--- config.mk ---
export PLATFORM = sky130hd
export DESIGN_NAME = pwm_capture
export DESIGN_NICKNAME = d
export VERILOG_FILES = /design/src/rtl/pwm_capture.sv
export SDC_FILE = /design/constraint.sdc
export NUM_CORES = 1
export LEC_CHECK = 0
export CORE_MARGIN = 2
export CORE_UTILIZATION = 50
export CTS_CLUSTER_DIAMETER = 40
export DETAILED_ROUTE_END_ITERATION = 12
export DONT_BUFFER_PORTS = 1
export PLACE_DENSITY = 0.61
export SLEW_MARGIN = 20
export SYNTH_ARGS = -nofsm -noshare
export SYNTH_HDL_FRONTEND = slang
export SYNTH_SLANG_ARGS = --single-unit
--- constraint.sdc ---
create_clock -name clk -period 2.72 [get_ports clk]
set_clock_uncertainty 0.05 [all_clocks]
set_input_delay 0.272 -clock clk [delete_from_list [all_inputs] [get_ports clk]]
set_output_delay 0.272 -clock clk [all_outputs]
set_load 0.01 [all_outputs]
--- src/rtl/pwm_capture.sv ---
// PWM capture: synchronizes pwm_i and measures rise-to-rise period and rise-to-fall high time.
// Optional glitch filter on the synchronized level: define PWM_CAP_GLITCH_FILTER_EN.
`timescale 1ns/1ps

module pwm_capture #(
    parameter int CNT_W = 16
) (
    input  logic             clk,
    input  logic             res_ni,
    input  logic             ena,
    input  logic             pwm_i,
    output logic [CNT_W-1:0] period_o,
    output logic [CNT_W-1:0] high_o,
    output logic             valid_o,
    output logic             timeout_o,
    output logic             level_o
);

    typedef enum logic [1:0] {
        ST_IDLE = 2'd0,
        ST_HIGH = 2'd1,
        ST_LOW  = 2'd2
    } state_t;

    localparam logic [CNT_W-1:0] CNT_ZERO = {CNT_W{1'b0}};
    localparam logic [CNT_W-1:0] CNT_ONE  = {{(CNT_W-1){1'b0}}, 1'b1};
    localparam logic [CNT_W-1:0] CNT_MAX  = {CNT_W{1'b1}};

    logic             r_s1;
    logic             r_s2;
    logic             r_s3;
    logic             w_lvl;
    logic             w_rise;
    logic             w_fall;

    state_t           r_state;
    state_t           w_state_nxt;
    logic [CNT_W-1:0] r_cnt;
    logic [CNT_W-1:0] w_cnt_nxt;
    logic [CNT_W-1:0] r_hi_lat;
    logic [CNT_W-1:0] w_hi_lat_nxt;
    logic [CNT_W-1:0] w_period_nxt;
    logic [CNT_W-1:0] w_high_nxt;
    logic             w_valid_nxt;
    logic             w_timeout_nxt;

`ifdef PWM_CAP_GLITCH_FILTER_EN
    logic [1:0] r_stab;

    // Filtered level flips in the third consecutive cycle s2 disagrees with it.
    always_comb begin
        if ((r_s2 != r_s3) && (r_stab == 2'd2)) begin
            w_lvl = r_s2;
        end else begin
            w_lvl = r_s3;
        end
    end

    // Counts consecutive cycles of disagreement between s2 and the filtered level.
    always_ff @(posedge clk or negedge res_ni) begin
        if (!res_ni) begin
            r_stab <= 2'd0;
        end else if ((r_s2 == r_s3) || (r_stab == 2'd2)) begin
            r_stab <= 2'd0;
        end else begin
            r_stab <= r_stab + 2'd1;
        end
    end
`else
    assign w_lvl = r_s2;
`endif

    assign w_rise  = w_lvl & ~r_s3;
    assign w_fall  = ~w_lvl & r_s3;
    assign level_o = r_s3;

    // Two-flop synchronizer plus history flop holding the (filtered) level.
    always_ff @(posedge clk or negedge res_ni) begin
        if (!res_ni) begin
            r_s1 <= 1'b0;
            r_s2 <= 1'b0;
            r_s3 <= 1'b0;
        end else begin
            r_s1 <= pwm_i;
            r_s2 <= r_s1;
            r_s3 <= w_lvl;
        end
    end

    // Measurement FSM; a saturated counter abandons the measurement without touching results.
    always_comb begin
        w_state_nxt   = r_state;
        w_cnt_nxt     = r_cnt;
        w_hi_lat_nxt  = r_hi_lat;
        w_period_nxt  = period_o;
        w_high_nxt    = high_o;
        w_valid_nxt   = 1'b0;
        w_timeout_nxt = 1'b0;
        if (!ena) begin
            w_state_nxt = ST_IDLE;
            w_cnt_nxt   = CNT_ZERO;
        end else begin
            case (r_state)
                ST_IDLE: begin
                    if (w_rise) begin
                        w_state_nxt = ST_HIGH;
                        w_cnt_nxt   = CNT_ONE;
                    end else begin
                        w_cnt_nxt   = CNT_ZERO;
                    end
                end
                ST_HIGH: begin
                    if (w_fall) begin
                        w_hi_lat_nxt = r_cnt;
                        w_cnt_nxt    = r_cnt + CNT_ONE;
                        w_state_nxt  = ST_LOW;
                    end else if (r_cnt == CNT_MAX) begin
                        w_timeout_nxt = 1'b1;
                        w_state_nxt   = ST_IDLE;
                        w_cnt_nxt     = CNT_ZERO;
                    end else begin
                        w_cnt_nxt = r_cnt + CNT_ONE;
                    end
                end
                ST_LOW: begin
                    if (w_rise) begin
                        w_period_nxt = r_cnt;
                        w_high_nxt   = r_hi_lat;
                        w_valid_nxt  = 1'b1;
                        w_cnt_nxt    = CNT_ONE;
                        w_state_nxt  = ST_HIGH;
                    end else if (r_cnt == CNT_MAX) begin
                        w_timeout_nxt = 1'b1;
                        w_state_nxt   = ST_IDLE;
                        w_cnt_nxt     = CNT_ZERO;
                    end else begin
                        w_cnt_nxt = r_cnt + CNT_ONE;
                    end
                end
                default: begin
                    w_state_nxt = ST_IDLE;
                    w_cnt_nxt   = CNT_ZERO;
                end
            endcase
        end
    end

    // State, counter and registered outputs.
    always_ff @(posedge clk or negedge res_ni) begin
        if (!res_ni) begin
            r_state   <= ST_IDLE;
            r_cnt     <= CNT_ZERO;
            r_hi_lat  <= CNT_ZERO;
            period_o  <= CNT_ZERO;
            high_o    <= CNT_ZERO;
            valid_o   <= 1'b0;
            timeout_o <= 1'b0;
        end else begin
            r_state   <= w_state_nxt;
            r_cnt     <= w_cnt_nxt;
            r_hi_lat  <= w_hi_lat_nxt;
            period_o  <= w_period_nxt;
            high_o    <= w_high_nxt;
            valid_o   <= w_valid_nxt;
            timeout_o <= w_timeout_nxt;
        end
    end

endmodule

==> impl_metrics.py <==
metrics = {
    "run_status": {
        "outcome": "finished clean",
    },
    "pwr": {
        "vdd_ir_drop_max_uv": 295,
        "power-per-cell-area_nw_per_um2": 552,
        "total_leakage_power_nw": 1.58,
    },
    "layout": {
        "most_common_library_cell_in_the_layout_ignoring_fill_and_taps": "sky130_fd_sc_hd__dfrtp_1",
        "drive_gt1_frac": 0.286,
        "finish.instance_area_um2": 3330,
        "layout.cells.non_filler": 316,
        "syn2layout_area_growth_pct": 8.89,
        "antennaDiodeCount": 0,
        "finalNetCount": 245,
        "highest_count_cells_in_the_layout_ignoring_fill_and_taps": "71 x sky130_fd_sc_hd__dfrtp_1, 48 x sky130_fd_sc_hd__mux2_2, 16 x sky130_fd_sc_hd__a21oi_1",
    },
    "setup_path": {
        "worst_r2r_startpoint": "r_cnt[0]$_DFF_PN0_",
        "crit_path_start_kind": "register",
        "worst-r2r-setup-slack_ns": 0.35,
        "worst-endpoint-required_ns": 2.85,
        "criticalPathCategory": "register to register",
        "cp_max_fo": 15,
        "arrival_time_reported_for_the_critical_path_endpoint_ns": 2.50,
        "end_kind": "register",
        "r2r-end": "r_cnt[15]$_DFF_PN0_",
        "worstSetupEndpoint": "r_cnt[15]$_DFF_PN0_",
        "r2r.worst_path.cells": 5,
        "worst_setup_path_startpoint": "r_cnt[0]$_DFF_PN0_",
    },
    "sta": {
        "setup-tns-final_ns": 0,
        "layout_setup_ws_ns": 0.346,
        "min_period_over_period": 0.873,
        "final_period_minus_worst_setup_slack_ns": 2.37,
        "slew_viol_final": 0,
        "setup-violations-final": 0,
        "unrepaired_setup_endpoints_after_global_routing": "no",
        "slew-limit-headroom": 0.518,
        "hold_violations": 0,
        "worst-slew-pin-transition_ns": 0.717,
        "max_clock_freq_ghz": 0.421,
    },
    "logic_synthesis": {
        "synthDistinctLibCells": 39,
        "post_synth.cell_area_avg_um2": 13.3,
        "ys_ff_latch": 71,
        "syn-num-nets": 238,
        "mappedNetlistArea_um2": 3060,
        "synth_top_family_by_area": "multiplexers",
        "synthesis.yosys.warnings": 0,
        "muxShareOfSynthArea": 0.180,
        "synth-seq-area-share": 0.581,
        "synth_xor_xnor_area_share": 0.0344,
        "gate_count_of_the_mapped_netlist": 229,
        "synth-compound-area-share": 0.0704,
        "synth-simple-area-share": 0.0893,
        "synth_adder_area_share": 0.0205,
    },
    "route": {
        "detail_route.iter0.violations": 122,
        "drt.antenna.violating_nets": 0,
        "drt_wl_total_um": 5740,
        "post_drt_wl_per_cell_um": 18.2,
        "route.detailed.vias_per_inst": 5.90,
        "drtPass1Iterations": 4,
        "drc": 0,
        "vias": 1865,
    },
    "global_routing": {
        "grt.total_usage": 0.192,
        "grt_pass1_wl_um": 9400,
        "grt_max_degree": 72,
        "antenna_found_initial": 0,
        "gr-total-overflow": 0,
        "via_count_of_the_first_global_routing_pass": 1977,
    },
    "floorplan": {
        "num_io_pins": 39,
        "floorplan.rows": 28,
        "initial_util": 0.516,
        "core_region_area_um2": 5920,
        "floorplan.die_area_um2": 6750,
        "die_x_um": 82.2,
        "die_height_um": 82.2,
    },
    "clock_tree": {
        "tritoncts_clock_tree": "yes",
        "clockRootBuffer": "sky130_fd_sc_hd__clkbuf_8",
        "clkSinkCount": 71,
        "cts.reportedPaths.clkPinSlew_ns": 0.07,
        "cts_htree_levels": 3,
        "postCtsSetupBuffers": 0,
        "total_cts_buffers": 9,
        "clock_insertion_delay_worst_skew_ns": 0.34,
        "cts_max_path_buffers": 2,
    },
    "place": {
        "dp_cells": 296,
        "place.port_buffers": 0,
        "gp_congestion": 0.802,
        "area_post_placement_um2": 3110,
        "place_hpwl_um": 3850,
        "preCtsSetupSlack_ns": 0.389,
    },
    "flow_run": {
        "cap_viol_max_count": 0,
    },
    "min_path": {
        "worst_hold_path_type": "primary input to register",
    },
}
-- critical path, cell delays in order (launching register included) --
cell	delay (ns)
sky130_fd_sc_hd__dfrtp_1	0.48
sky130_fd_sc_hd__ha_1	0.33
sky130_fd_sc_hd__nand4_1	0.16
sky130_fd_sc_hd__or4_4	0.53
sky130_fd_sc_hd__nand4_1	0.46
sky130_fd_sc_hd__a22oi_1	0.21
-- cell usage after synthesis (all sizes together) --
cell	instances	area, um2
a21boi	2	15.0
a21oi	17	88.8
a22oi	2	15.0
a32oi	1	8.76
and2	2	12.5
and2b	1	7.51
and3	2	13.8
and4	3	27.5
buf	9	53.8
clkbuf	2	7.51
dfrtp	71	1780
ha	5	62.6
inv	3	11.3
mux2	48	541
mux2i	1	10.0
nand2	4	15.0
nand2b	2	12.5
nand3	12	60.1
nand4	9	56.3
nor2	2	7.51
nor2b	2	12.5
nor3	1	5.00
nor4	2	12.5
o211a	1	10.0
o211ai	2	28.8
o21a	1	7.51
o21ai	3	15.0
o221ai	1	8.76
o2bb2ai	2	17.5
or3	3	18.8
or4	1	11.3
xnor2	1	8.76
xor2	11	96.3
-- state kept, by name, indices dropped and copies added (netlist names) --
register / count
r_hi_lat: 16
timeout_o: 1
level_o: 1
period_o: 16
r_s1: 1
high_o: 16
r_cnt: 16
valid_o: 1
r_s2: 1
r_state: 2
-- layer usage --
metal,up-vias,global-route usage,routed length (um),share of wire
met5,-,0,0,0
met4,0,0.0950,135,0.024
met3,15,0.0598,266,0.046
met2,45,0.302,2800,0.49
met1,956,0.239,2540,0.44
li1,849,-,-,-
-- repair_timing --
| item | in CTS | in global routing |
|---|---|---|
| hold buffers | 4 | 0 |
| endpoints found under the hold margin | 73 | 0 |
| gates resized for setup | 0 | 0 |
-- per-stage QoR --
stage,total power [W],hold slack (ns),utilization
after floorplan,0.00113,-0.0736,-
after global placement,0.00113,-0.0722,0.525
after detailed placement,0.00114,-0.0717,0.525
after CTS,0.00187,0.0244,0.562
after global routing,0.00192,0.0380,0.562
final,0.00184,0.0402,0.562
-- cells by family (layout without fill, tap and decap cells) --
family / count (synthesis) / after routing
xor+xnor: 12 / 12
compound gates: 32 / 32
buf+inv: 14 / 26
fa+ha+maj: 5 / 5
mux: 49 / 49
flops: 71 / 71
simple gates: 46 / 46
-- power by group --
part | leakage [nW] | internal (W) | total [W] | switching, W
logic | 0.523 | 0.0000259 | 0.0000724 | 0.0000464
registers | 0.984 | 0.00106 | 0.00107 | 0.00000966
clock network | 0.0736 | 0.000331 | 0.000691 | 0.000360
total | 1.58 | 0.00142 | 0.00184 | 0.000416
-- how the worst min path moves through the flow --
stage	startpoint	endpoint	slack, ns	cells after the start
after detailed placement	res_ni	high_o[3]$_DFFE_PN0P_	-0.07	0
after global placement	res_ni	high_o[2]$_DFFE_PN0P_	-0.07	0
final	ena	timeout_o$_DFF_PN0_	0.04	2
after global routing	ena	timeout_o$_DFF_PN0_	0.04	2
after floorplan	res_ni	high_o[0]$_DFFE_PN0P_	-0.07	0
after CTS	ena	timeout_o$_DFF_PN0_	0.02	2
-- final cells by class --
cell class	instances	area (um2)
Sequential cell	71	1780
Inverter	3	11.3
Tap cell	75	93.8
Clock inverter	3	20.0
Multi-Input combinational cell	144	1210
Fill cell	511	2590
Clock buffer	13	139
Timing Repair Buffer	7	80.1
Note: power is estimated with default switching activity, not from simulation.
